`src/rtl/axum_uart_bus_host.sv`:
```
// UART-side bus initiator: parses CMD/ADDR/DATA byte frames from the UART
// receive stream, issues one single-word bus transaction per frame and
// returns a status byte (plus 4 read-data bytes on a successful read).
module axum_uart_bus_host #(
  parameter int TIMEOUT_CYCLES = 255
) (
  input  logic        clk_i,
  input  logic        rst_i,
  input  logic [7:0]  rx_data_i,
  input  logic        rx_valid_i,
  output logic        rx_ready_o,
  output logic [7:0]  tx_data_o,
  output logic        tx_valid_o,
  input  logic        tx_ready_i,
  output logic        bus_req_o,
  output logic [31:0] bus_addr_o,
  output logic        bus_we_o,
  output logic [3:0]  bus_be_o,
  output logic [31:0] bus_wdata_o,
  input  logic        bus_rvalid_i,
  input  logic [31:0] bus_rdata_i,
  input  logic        bus_err_i,
  output logic        busy_o
);

  localparam logic [7:0] CMD_WRITE  = 8'h01;
  localparam logic [7:0] CMD_READ   = 8'h02;
  localparam logic [7:0] ST_OK      = 8'hA5;
  localparam logic [7:0] ST_BADCMD  = 8'hE0;
  localparam logic [7:0] ST_BUSERR  = 8'hE1;
  localparam logic [7:0] ST_TIMEOUT = 8'hE2;
  localparam logic [7:0] ST_MISALGN = 8'hE3;
  localparam logic [15:0] TMO_LAST  = 16'(TIMEOUT_CYCLES - 1);

  typedef enum logic [2:0] {
    S_IDLE, S_ADDR, S_DATA, S_REQ, S_WAIT, S_STATUS, S_RDATA
  } state_t;

  state_t      state_q, state_d;
  logic [1:0]  idx_q, idx_d;
  logic        we_q, we_d;
  logic [31:0] addr_q, addr_d;
  logic [31:0] wdata_q, wdata_d;
  logic [31:0] rdata_q, rdata_d;
  logic [7:0]  status_q, status_d;
  logic [15:0] cnt_q, cnt_d;

  logic rx_fire;
  logic tx_fire;

  // Output decode from registered state only; reset forces every strobe low.
  always_comb begin
    rx_ready_o = 1'b0;
    tx_valid_o = 1'b0;
    tx_data_o  = 8'h00;
    bus_req_o  = 1'b0;
    bus_be_o   = 4'h0;
    busy_o     = 1'b0;
    if (!rst_i) begin
      rx_ready_o = (state_q == S_IDLE) || (state_q == S_ADDR) || (state_q == S_DATA);
      tx_valid_o = (state_q == S_STATUS) || (state_q == S_RDATA);
      bus_req_o  = (state_q == S_REQ);
      bus_be_o   = ((state_q == S_REQ) || (state_q == S_WAIT)) ? 4'hF : 4'h0;
      busy_o     = (state_q != S_IDLE);
      if (state_q == S_STATUS) begin
        tx_data_o = status_q;
      end else if (state_q == S_RDATA) begin
        case (idx_q)
          2'd0:    tx_data_o = rdata_q[7:0];
          2'd1:    tx_data_o = rdata_q[15:8];
          2'd2:    tx_data_o = rdata_q[23:16];
          default: tx_data_o = rdata_q[31:24];
        endcase
      end
    end
  end

  assign rx_fire     = rx_valid_i & rx_ready_o;
  assign tx_fire     = tx_valid_o & tx_ready_i;
  assign bus_addr_o  = addr_q;
  assign bus_we_o    = we_q;
  assign bus_wdata_o = wdata_q;

  // Frame parser, bus sequencing and response sequencing.
  always_comb begin
    state_d  = state_q;
    idx_d    = idx_q;
    we_d     = we_q;
    addr_d   = addr_q;
    wdata_d  = wdata_q;
    rdata_d  = rdata_q;
    status_d = status_q;
    cnt_d    = cnt_q;
    case (state_q)
      S_IDLE: begin
        if (rx_fire) begin
          idx_d = 2'd0;
          if (rx_data_i == CMD_WRITE) begin
            we_d    = 1'b1;
            state_d = S_ADDR;
          end else if (rx_data_i == CMD_READ) begin
            we_d    = 1'b0;
            state_d = S_ADDR;
          end else begin
            status_d = ST_BADCMD;
            state_d  = S_STATUS;
          end
        end
      end
      S_ADDR: begin
        if (rx_fire) begin
          // Little-endian shift-in: the first byte lands in [7:0] after four bytes.
          addr_d = {rx_data_i, addr_q[31:8]};
          idx_d  = idx_q + 2'd1;
          if (idx_q == 2'd3) begin
            if (addr_d[1:0] != 2'b00) begin
              status_d = ST_MISALGN;
              state_d  = S_STATUS;
            end else if (we_q) begin
              state_d = S_DATA;
            end else begin
              state_d = S_REQ;
            end
          end
        end
      end
      S_DATA: begin
        if (rx_fire) begin
          wdata_d = {rx_data_i, wdata_q[31:8]};
          idx_d   = idx_q + 2'd1;
          if (idx_q == 2'd3) begin
            state_d = S_REQ;
          end
        end
      end
      S_REQ: begin
        cnt_d   = 16'd0;
        state_d = S_WAIT;
      end
      S_WAIT: begin
        // A response in the expiry cycle takes priority over the timeout.
        if (bus_rvalid_i) begin
          state_d = S_STATUS;
          if (bus_err_i) begin
            status_d = ST_BUSERR;
          end else begin
            status_d = ST_OK;
            if (!we_q) begin
              rdata_d = bus_rdata_i;
            end
          end
        end else if (cnt_q == TMO_LAST) begin
          status_d = ST_TIMEOUT;
          state_d  = S_STATUS;
        end else begin
          cnt_d = cnt_q + 16'd1;
        end
      end
      S_STATUS: begin
        if (tx_fire) begin
          idx_d   = 2'd0;
          state_d = ((status_q == ST_OK) && !we_q) ? S_RDATA : S_IDLE;
        end
      end
      S_RDATA: begin
        if (tx_fire) begin
          idx_d = idx_q + 2'd1;
          if (idx_q == 2'd3) begin
            state_d = S_IDLE;
          end
        end
      end
      default: state_d = S_IDLE;
    endcase
  end

  // State and frame registers; reset clears everything so all outputs read 0.
  always_ff @(posedge clk_i) begin
    if (rst_i) begin
      state_q  <= S_IDLE;
      idx_q    <= 2'd0;
      we_q     <= 1'b0;
      addr_q   <= 32'd0;
      wdata_q  <= 32'd0;
      rdata_q  <= 32'd0;
      status_q <= 8'd0;
      cnt_q    <= 16'd0;
    end else begin
      state_q  <= state_d;
      idx_q    <= idx_d;
      we_q     <= we_d;
      addr_q   <= addr_d;
      wdata_q  <= wdata_d;
      rdata_q  <= rdata_d;
      status_q <= status_d;
      cnt_q    <= cnt_d;
    end
  end

endmodule

```
`config.mk`:
```
export PLATFORM = sky130hd
export DESIGN_NAME = axum_uart_bus_host
export DESIGN_NICKNAME = d
export VERILOG_FILES = /design/src/rtl/axum_uart_bus_host.sv
export SDC_FILE = /design/constraint.sdc
export NUM_CORES = 1
export LEC_CHECK = 0
export CORE_MARGIN = 1
export CORE_UTILIZATION = 25
export CTS_CLUSTER_DIAMETER = 60
export CTS_CLUSTER_SIZE = 16
export DETAILED_ROUTE_END_ITERATION = 16
export GPL_TIMING_DRIVEN = 1
export PLACE_DENSITY = 0.49
export SYNTH_ARGS = -nofsm -noshare
export SYNTH_HDL_FRONTEND = slang
export SYNTH_SLANG_ARGS = --single-unit
```
`constraint.sdc`:
```
create_clock -name clk_i -period 4.78 [get_ports clk_i]
set_input_delay 0.956 -clock clk_i [delete_from_list [all_inputs] [get_ports clk_i]]
set_output_delay 0.956 -clock clk_i [all_outputs]
set_load 0.01 [all_outputs]
```
== Word level (Yosys, flattened, before mapping) ==
Index checks and enable logic that the tools add are counted.

* Bitwise gates (word level): 4
* Equal/unequal tests: 28
* $add $sub $neg: 2
* Reduce and logical (&&, ||, !) cells: 23
* Muxes and demuxes: 46

{| class="wikitable"
|+ Operators with widths
! kind !! count
|-
| two-way mux 8 bit || 11
|-
| one-hot mux 8 bit (3 select lines) || 2
|-
| two-way mux 3 bit || 14
|-
| two-way mux 16 bit || 2
|-
| one-hot mux 16 bit (2 select lines) || 1
|-
| one-hot mux 3 bit (7 select lines) || 1
|-
| inequality test 2 bit, second input constant || 9
|-
| adder 16 x 1 -> 16 bit, second input constant || 1
|-
| == test 16 x 8 -> 1 bit, second input constant || 1
|-
| inequality test 2 x 1 -> 1 bit, second input constant || 5
|-
| == test 3 bit, second input constant || 3
|-
| AND reduction 9 bit || 1
|-
| == test 8 x 1 -> 1 bit, second input constant || 1
|-
| == test 8 x 2 -> 1 bit, second input constant || 1
|-
| == test 8 bit, second input constant || 1
|-
| two-way mux 2 bit || 4
|-
| two-way mux 4 bit || 2
|-
| one-hot mux 2 bit (4 select lines) || 1
|-
| AND reduction 8 bit || 1
|-
| two-way mux 1 bit || 7
|-
| two-way mux 7 bit || 1
|-
| == test 3 x 2 -> 1 bit, second input constant || 2
|-
| AND reduction 3 bit || 2
|-
| nonzero test 2 bit || 3
|-
| other kinds (18) || 26
|}

* Word-level logic and storage cells: 111
* Output and inout bits: 81
* Bits in registers: 126
* Bits of input ports: 46

== Logic depth before layout (Yosys ltp) ==
Gate-level depths: netlist (run 1).

* Depth after elaboration: 7
* Mapped depth: 8
* Mapped depth without buffers: 7

== Worst setup path after synthesis (run 1) ==
Ideal clock, no wire load.

* Kind: in2out
* Start: in rst_i
* End: out bus_be_o[1]
* Arrival: 1.841 ns
* Path buffers: 3
* Stages: 4
* Path slack: 1.983 ns
* Path through: clkbuf_1 -> clkbuf_1 -> a21oi_1 -> buf_4

* Word-level cells in the longest chain between the ends: 1

{| class="wikitable"
|+ Ends and longest elaborated chain
! item !! RTL line !! source
|-
| start, declared || 8 || <nowiki>input logic rst_i,</nowiki>
|-
| two-way mux 4 bit || 59 || <nowiki>if (!rst_i) begin</nowiki>
|-
| end, declared || 18 || <nowiki>output logic [3:0] bus_be_o,</nowiki>
|}

No other way between the ends.

== Worst setup path after layout (run 1) ==
* Start: reg state_q[0]
* End: out tx_data_o[5]

* Word-level cells in the longest chain between the ends: 4
* Elaborated cells between the ends (all ways): 5

{| class="wikitable"
|+ Ends and longest elaborated chain
! item !! RTL line !! source
|-
| start, declared || 39 || <nowiki>state_t state_q, state_d;</nowiki>
|-
| start signal, assigned || 189 || <nowiki>state_q <= state_d;</nowiki>
|-
| == test 3 bit || 67 || <nowiki>end else if (state_q == S_RDATA) begin</nowiki>
|-
| two-way mux 8 bit || 67 ||
|-
| two-way mux 8 bit * || 65 || <nowiki>if (state_q == S_STATUS) begin</nowiki>
|-
| two-way mux 8 bit * || 59 ||
|-
| end, declared || 12 || <nowiki>output logic [7:0] tx_data_o,</nowiki>
|}

Every way passes the cells marked *; elsewhere a longest branch is shown, timed or not.

==> results.cfg, run 1 <==
[critical_path]
cp-start-kind = flop
ff2ff_path_depth = 5
worst-path-buf-inv = 1
crit_slowest_cell = dfxtp_1
crit_family = simple AND/OR/NAND/NOR gates
cp_cell_sequence = nor2b_1 -> nand2_1 -> a21oi_1 -> clkdlybuf4s50_1
end_kind = output port
cp_max_fo = 15
slowest_delay_ns = 0.66
r2r-end = state_q[0]
rrSetupSlack_ns = 2.42
cp.arrival_ns = 2.69
worstPathRequired_ns = 3.82
crit_type = flop to output port
reg2reg_from = state_q[0]
path_depth = 4

[layout]
diodes = 0
postLayoutCoreUtil_pct = 35.5
fill_cells = 2150
syn2layout_area_growth_pct = 38.4
layout-drive-gt1-share_pct = 5.54
fin_nets = 835

[cts]
cts_setup_buffers = 0
post_cts_resized = 0
holdBufCountCts = 0
cts_tree = done
cts_sinks = 123
clock_latency_ns = 0.41
clk_pin_slew_ns = 0.05
numCtsBuffers = 17
cts-root-buf = clkbuf_16
htreeDepth = 4
cts_buffer_depth = 2

[logic_synthesis]
netlist.area_leader.share_pct = 47.1
synthCells = 681
synth_fp_nets = 733
yosys.cell_count.top_type = nand2_1
async_flop_share_pct = 0
synth_common_cells = 210 x nand2_1, 123 x dfxtp_1, 116 x a21oi_1
ys.flop_type = dfxtp_1
seq_area_frac_synth_pct = 47.1
synthTopCellsByArea = dfxtp_1 47%, nand2_1 15%, a21oi_1 11%
synth_cell_types = 49
syn-cell-area_sq_um = 5230
synth_edf_count = 0
ys_ff_latch = 123
yosys.area.top_type = dfxtp_1
syn_area_per_cell_sq_um = 7.68
yosysWarningCount = 0

[grt]
grt_pass1_wl_um = 25000
met2_usage_pct = 22.1
antenna_found_initial = 0
gr-usage-met3_pct = 3.38
grt_max_degree = 72
busiest_layer = met2
grt_pass1_vias = 4656
grt_util_met1_pct = 20.0
grt_overflow = 0
grt_util_all_layers_pct = 14.7

[pwr]
sw_frac_of_total_pct = 28.8
p_seq_share_pct = 40.1
power.density_nw_per_um2 = 401
p_int_mw = 2.07
pwr-share-comb_pct = 17.5
irDropWorstVdd_v = 0.000197
leakage_nw = 2.29
p_switching_uw = 837
clkPwrFrac_pct = 42.4

[timing]
setup_violations = 0
finalMaxSlewViolations = 0
slew_headroom_pct = 47.3
final.min_clock_period_ns = 3.65
hold_viol_final = 0
fin_setup_tns_ns = 0
tightest_slew_ns = 0.791
skew_ns = 0.00494
rsz0062_at_grt = no
post-route-period-util_pct = 76.3
timing.fmax_ghz = 0.274
whs_ns = 0.449

[worst_hold_path]
hp-class = flop to flop
min_from = bus_addr_o[1]
hold_end = bus_addr_o[1]
whs_path_depth = 2

[floorplanning]
ios = 127
die_y_um = 147
dieWidth_um = 147
core_sq_um = 20400
die-area_sq_um = 21500
rows = 52
initial_core_util_pct = 25.7

[placement]
gp_congestion = 0.760
dpl.hpwl_um = 10500
place.port_buffers = 126

[drt]
viasPerCell = 4.54
drc = 0
wl_per_cell_um = 14.4
first_pass_iters = 5
vias = 4835
drt_iter0_markers = 370
routed_wl_um = 15300
ant_nets = 0

[outcome]
status = complete, no violations

[run]
maxCapViolCount = 0
==> metrics by stage <==
stage	total power [mW]	instances	setup slack, ns	instance area (sq um)
2_1_floorplan	1.50	681	1.98	5230
3_3_place_gp	1.70	1034	1.26	6680
3_5_place_dp	1.70	1034	1.27	6680
4_1_cts	2.95	1064	1.14	7240
5_1_grt	3.04	1064	0.958	7240
6_report	2.90	1064	1.13	7240
==> how the worst max path moves through the flow <==
stage / start / to / slack, ns
finish: state_q[0] / tx_data_o[5] / 1.13
global route: state_q[0] / tx_data_o[5] / 0.96
CTS: state_q[0] / tx_data_o[5] / 1.14
detailed placement: rst_i / tx_valid_o / 1.27
global placement: rst_i / tx_valid_o / 1.26
floorplan: rst_i / bus_be_o[1] / 1.98
==> per-layer routing <==
layer,up-vias,part of all wire (%)
li1,2495,-
met1,2195,48
met2,124,46
met3,21,3.9
met4,0,2.0
met5,-,0
==> worst reg2reg max path, stage by stage, from the launching register on <==
cell	delay, ns
dfxtp_1	0.66
nor2b_1	0.32
a21oi_1	0.33
o32ai_1	0.25
or4_1	0.52
and3b_1	0.18
==> flip-flops by register name (all words and copies together), names as in the netlist <==
| register | cells |
|---|---|
| bus_addr_o | 32 |
| bus_wdata_o | 32 |
| rdata_q | 32 |
| cnt_q | 16 |
| status_q | 5 |
| state_q | 3 |
| idx_q | 2 |
| bus_we_o | 1 |
==> cells by family (layout without fill, tap and decap cells) <==
logic type	Yosys count	count (layout)	share of synthesized area (%)
and+or+nand+nor	305	305	25.5
muxes	4	4	0.765
DFF	123	123	47.1
AOI/OAI and AO/OA	165	165	18.1
adders and majority gates	6	6	1.43
buffers and inverters	65	178	4.97
xor gates and xnor gates	13	13	2.18
==> power by group through the flow <==
stage                     Combinational, mW  Clock (mW)  Sequential (mW)
after floorplan                       0.363           0             1.14
after global placement                0.516           0             1.18
after detailed placement              0.512           0             1.18
after CTS                             0.514        1.27             1.16
after global routing                  0.569        1.30             1.17
final                                 0.508        1.23             1.16
==> cell type report <==
cell class	instances	area (sq um)	area share, %
Sequential cell	123	2460	34.0
Clock buffer	22	464	6.41
Tap cell	270	338	4.67
Inverter	15	56.3	0.778
Clock inverter	8	95.1	1.31
Timing Repair Buffer	133	1310	18.1
Multi-Input combinational cell	493	2510	34.7
==> cell usage in the layout (no fill, tap or decap), drive strengths merged, types with 2 or more instances in the layout <==
master,count
nor2b,6
nor3,8
clkdlybuf4s50,125
a22oi,4
a2111oi,5
buf,8
xor2,3
nand3,6
a211oi,3
xnor2,10
nor4,3
inv,15
nor3b,3
o21ai,15
or4,4
nand4,8
clkinvlp,2
mux2i,4
nand2b,6
nand2,210
a222oi,8
a21o,2
clkbuf,22
a21oi,117
or2,2
dfxtp,123
o31ai,3
bufinv,2
nor2,36
nand4b,2
and3,2
and2,3
or3,2
ha,6
clkinv,4
No activity file was read; power rests on OpenSTA's default activity.
==> run 2, diff against run 1 <==
==> constraint.sdc (replaced) <==
create_clock -name clk_i -period 3.5 [get_ports clk_i]
set_input_delay 0.7 -clock clk_i [delete_from_list [all_inputs] [get_ports clk_i]]
set_output_delay 0.7 -clock clk_i [all_outputs]
set_load 0.01 [all_outputs]
==> results.cfg, run 2 (synthesis gave the netlist of run 1 again) <==
[outcome]
status = complete, no violations

[floorplanning]
rows = 52
initial_core_util_pct = 25.7
core_sq_um = 20400
dieWidth_um = 147
die_y_um = 147
die-area_sq_um = 21500
ios = 127

[pwr]
power.density_nw_per_um2 = 577
irDropWorstVdd_v = 0.000268
p_total_mw = 4.26
leakage_nw = 2.36

[timing]
rsz0062_at_grt = no
post-route-period-util_pct = 95.0
tightest_slew_ns = 0.930
setup_violations = 0
final.min_clock_period_ns = 3.32
skew_ns = 0.0141
slew_headroom_pct = 38.0
finalMaxSlewViolations = 0
timing.fmax_ghz = 0.301
fin_setup_tns_ns = 0
hold_viol_final = 0

[layout]
layout_common_cells = 210 x nand2_1, 125 x clkdlybuf4s50_1, 123 x dfxtp_1
diodes = 0
fill_cells = 2127
syn2layout_area_growth_pct = 41.0
final_common_cell = nand2_1
fin_nets = 840
postLayoutCoreUtil_pct = 36.2
layout-drive-gt1-share_pct = 6.74

[cts]
cts_buffer_depth = 2
htreeDepth = 4
holdBufCountCts = 0
cts_tree = done
clock_latency_ns = 0.42
post_cts_resized = 0
numCtsBuffers = 17
cts_sinks = 123
cts-root-buf = clkbuf_16
cts_setup_buffers = 0
clk_pin_slew_ns = 0.06

[critical_path]
cp.arrival_ns = 2.62
end_kind = output port
crit_type = flop to output port
worstPathRequired_ns = 2.80
cp-start-kind = flop
rrSetupSlack_ns = 1.11
cp_max_fo = 13

[drt]
vias = 4850
ant_nets = 0
viasPerCell = 4.53
drt_iter0_markers = 348
wl_per_cell_um = 14.4
drc = 0
routed_wl_um = 15500
first_pass_iters = 7

[grt]
grt_pass1_wl_um = 24600
grt_pass1_vias = 4513
grt_util_all_layers_pct = 14.8
grt_max_degree = 85
grt_overflow = 0
antenna_found_initial = 0

[placement]
dpl.hpwl_um = 10800
place.port_buffers = 126
gp_congestion = 0.803

[run]
maxCapViolCount = 0

[worst_hold_path]
hp-class = flop to flop
## run 2: changes by cell type in the layout (fill, tap and decap cells not counted)
cell	previous run	this run
clkbuf_1	3	0
clkinv_2	4	2
bufinv_16	2	5
clkinv_4	0	4
buf_4	8	13
clkbuf_8	2	1
inv_6	0	1
## run 2: critical path: stages, from the launching register on
cell	delay (ns)
dfxtp_1	0.62
nor2b_1	0.65
nand2_1	0.12
a21oi_1	0.23
clkdlybuf4s50_1	0.58
## run 2: layout make-up
| cell class | instances | area, sq um | share of cell area [%] |
|---|---|---|---|
| well taps | 270 | 338 | 4.58 |
| repair buffers | 138 | 1350 | 18.3 |
| multi-input cells | 493 | 2510 | 34.1 |
| inverters | 15 | 56.3 | 0.763 |
| flip-flops and latches | 123 | 2460 | 33.4 |
| clock inverters | 14 | 219 | 2.97 |
| clock buffers | 18 | 439 | 5.95 |
## run 2: final timing paths
| path | end | cells after the start | startpoint |
|---|---|---|---|
| setup reg to reg | state_q[0] | 5 | state_q[0] |
| hold / removal | rdata_q[21] | 2 | rdata_q[21] |
| hold reg to reg | rdata_q[21] | 2 | rdata_q[21] |
| setup / recovery | tx_data_o[7] | 4 | state_q[1] |
## run 2: report_power, final
group          internal, mW  switching (mW)
Sequential             1.48           0.101
Combinational         0.291           0.439
Clock                  1.28           0.666
## run 2: per-layer routing
metal | global-route usage [%] | routed length (um) | share of wire, %
met2 | 22.6 | 7170 | 46
met5 | 0 | 0 | 0
met4 | 7.08 | 323 | 2.1
met3 | 3.59 | 668 | 4.3
met1 | 19.4 | 7310 | 47
## run 2: metrics by stage
step	cell area, sq um	hold slack [ns]	std cells	setup WS, ns
after floorplan	5230	0.436	681	1.21
after global placement	6720	0.444	1039	0.596
after detailed placement	6720	0.447	1039	0.624
after CTS	7380	0.455	1071	0.165
after global routing	7380	0.474	1071	0.0182
final	7380	0.453	1071	0.176
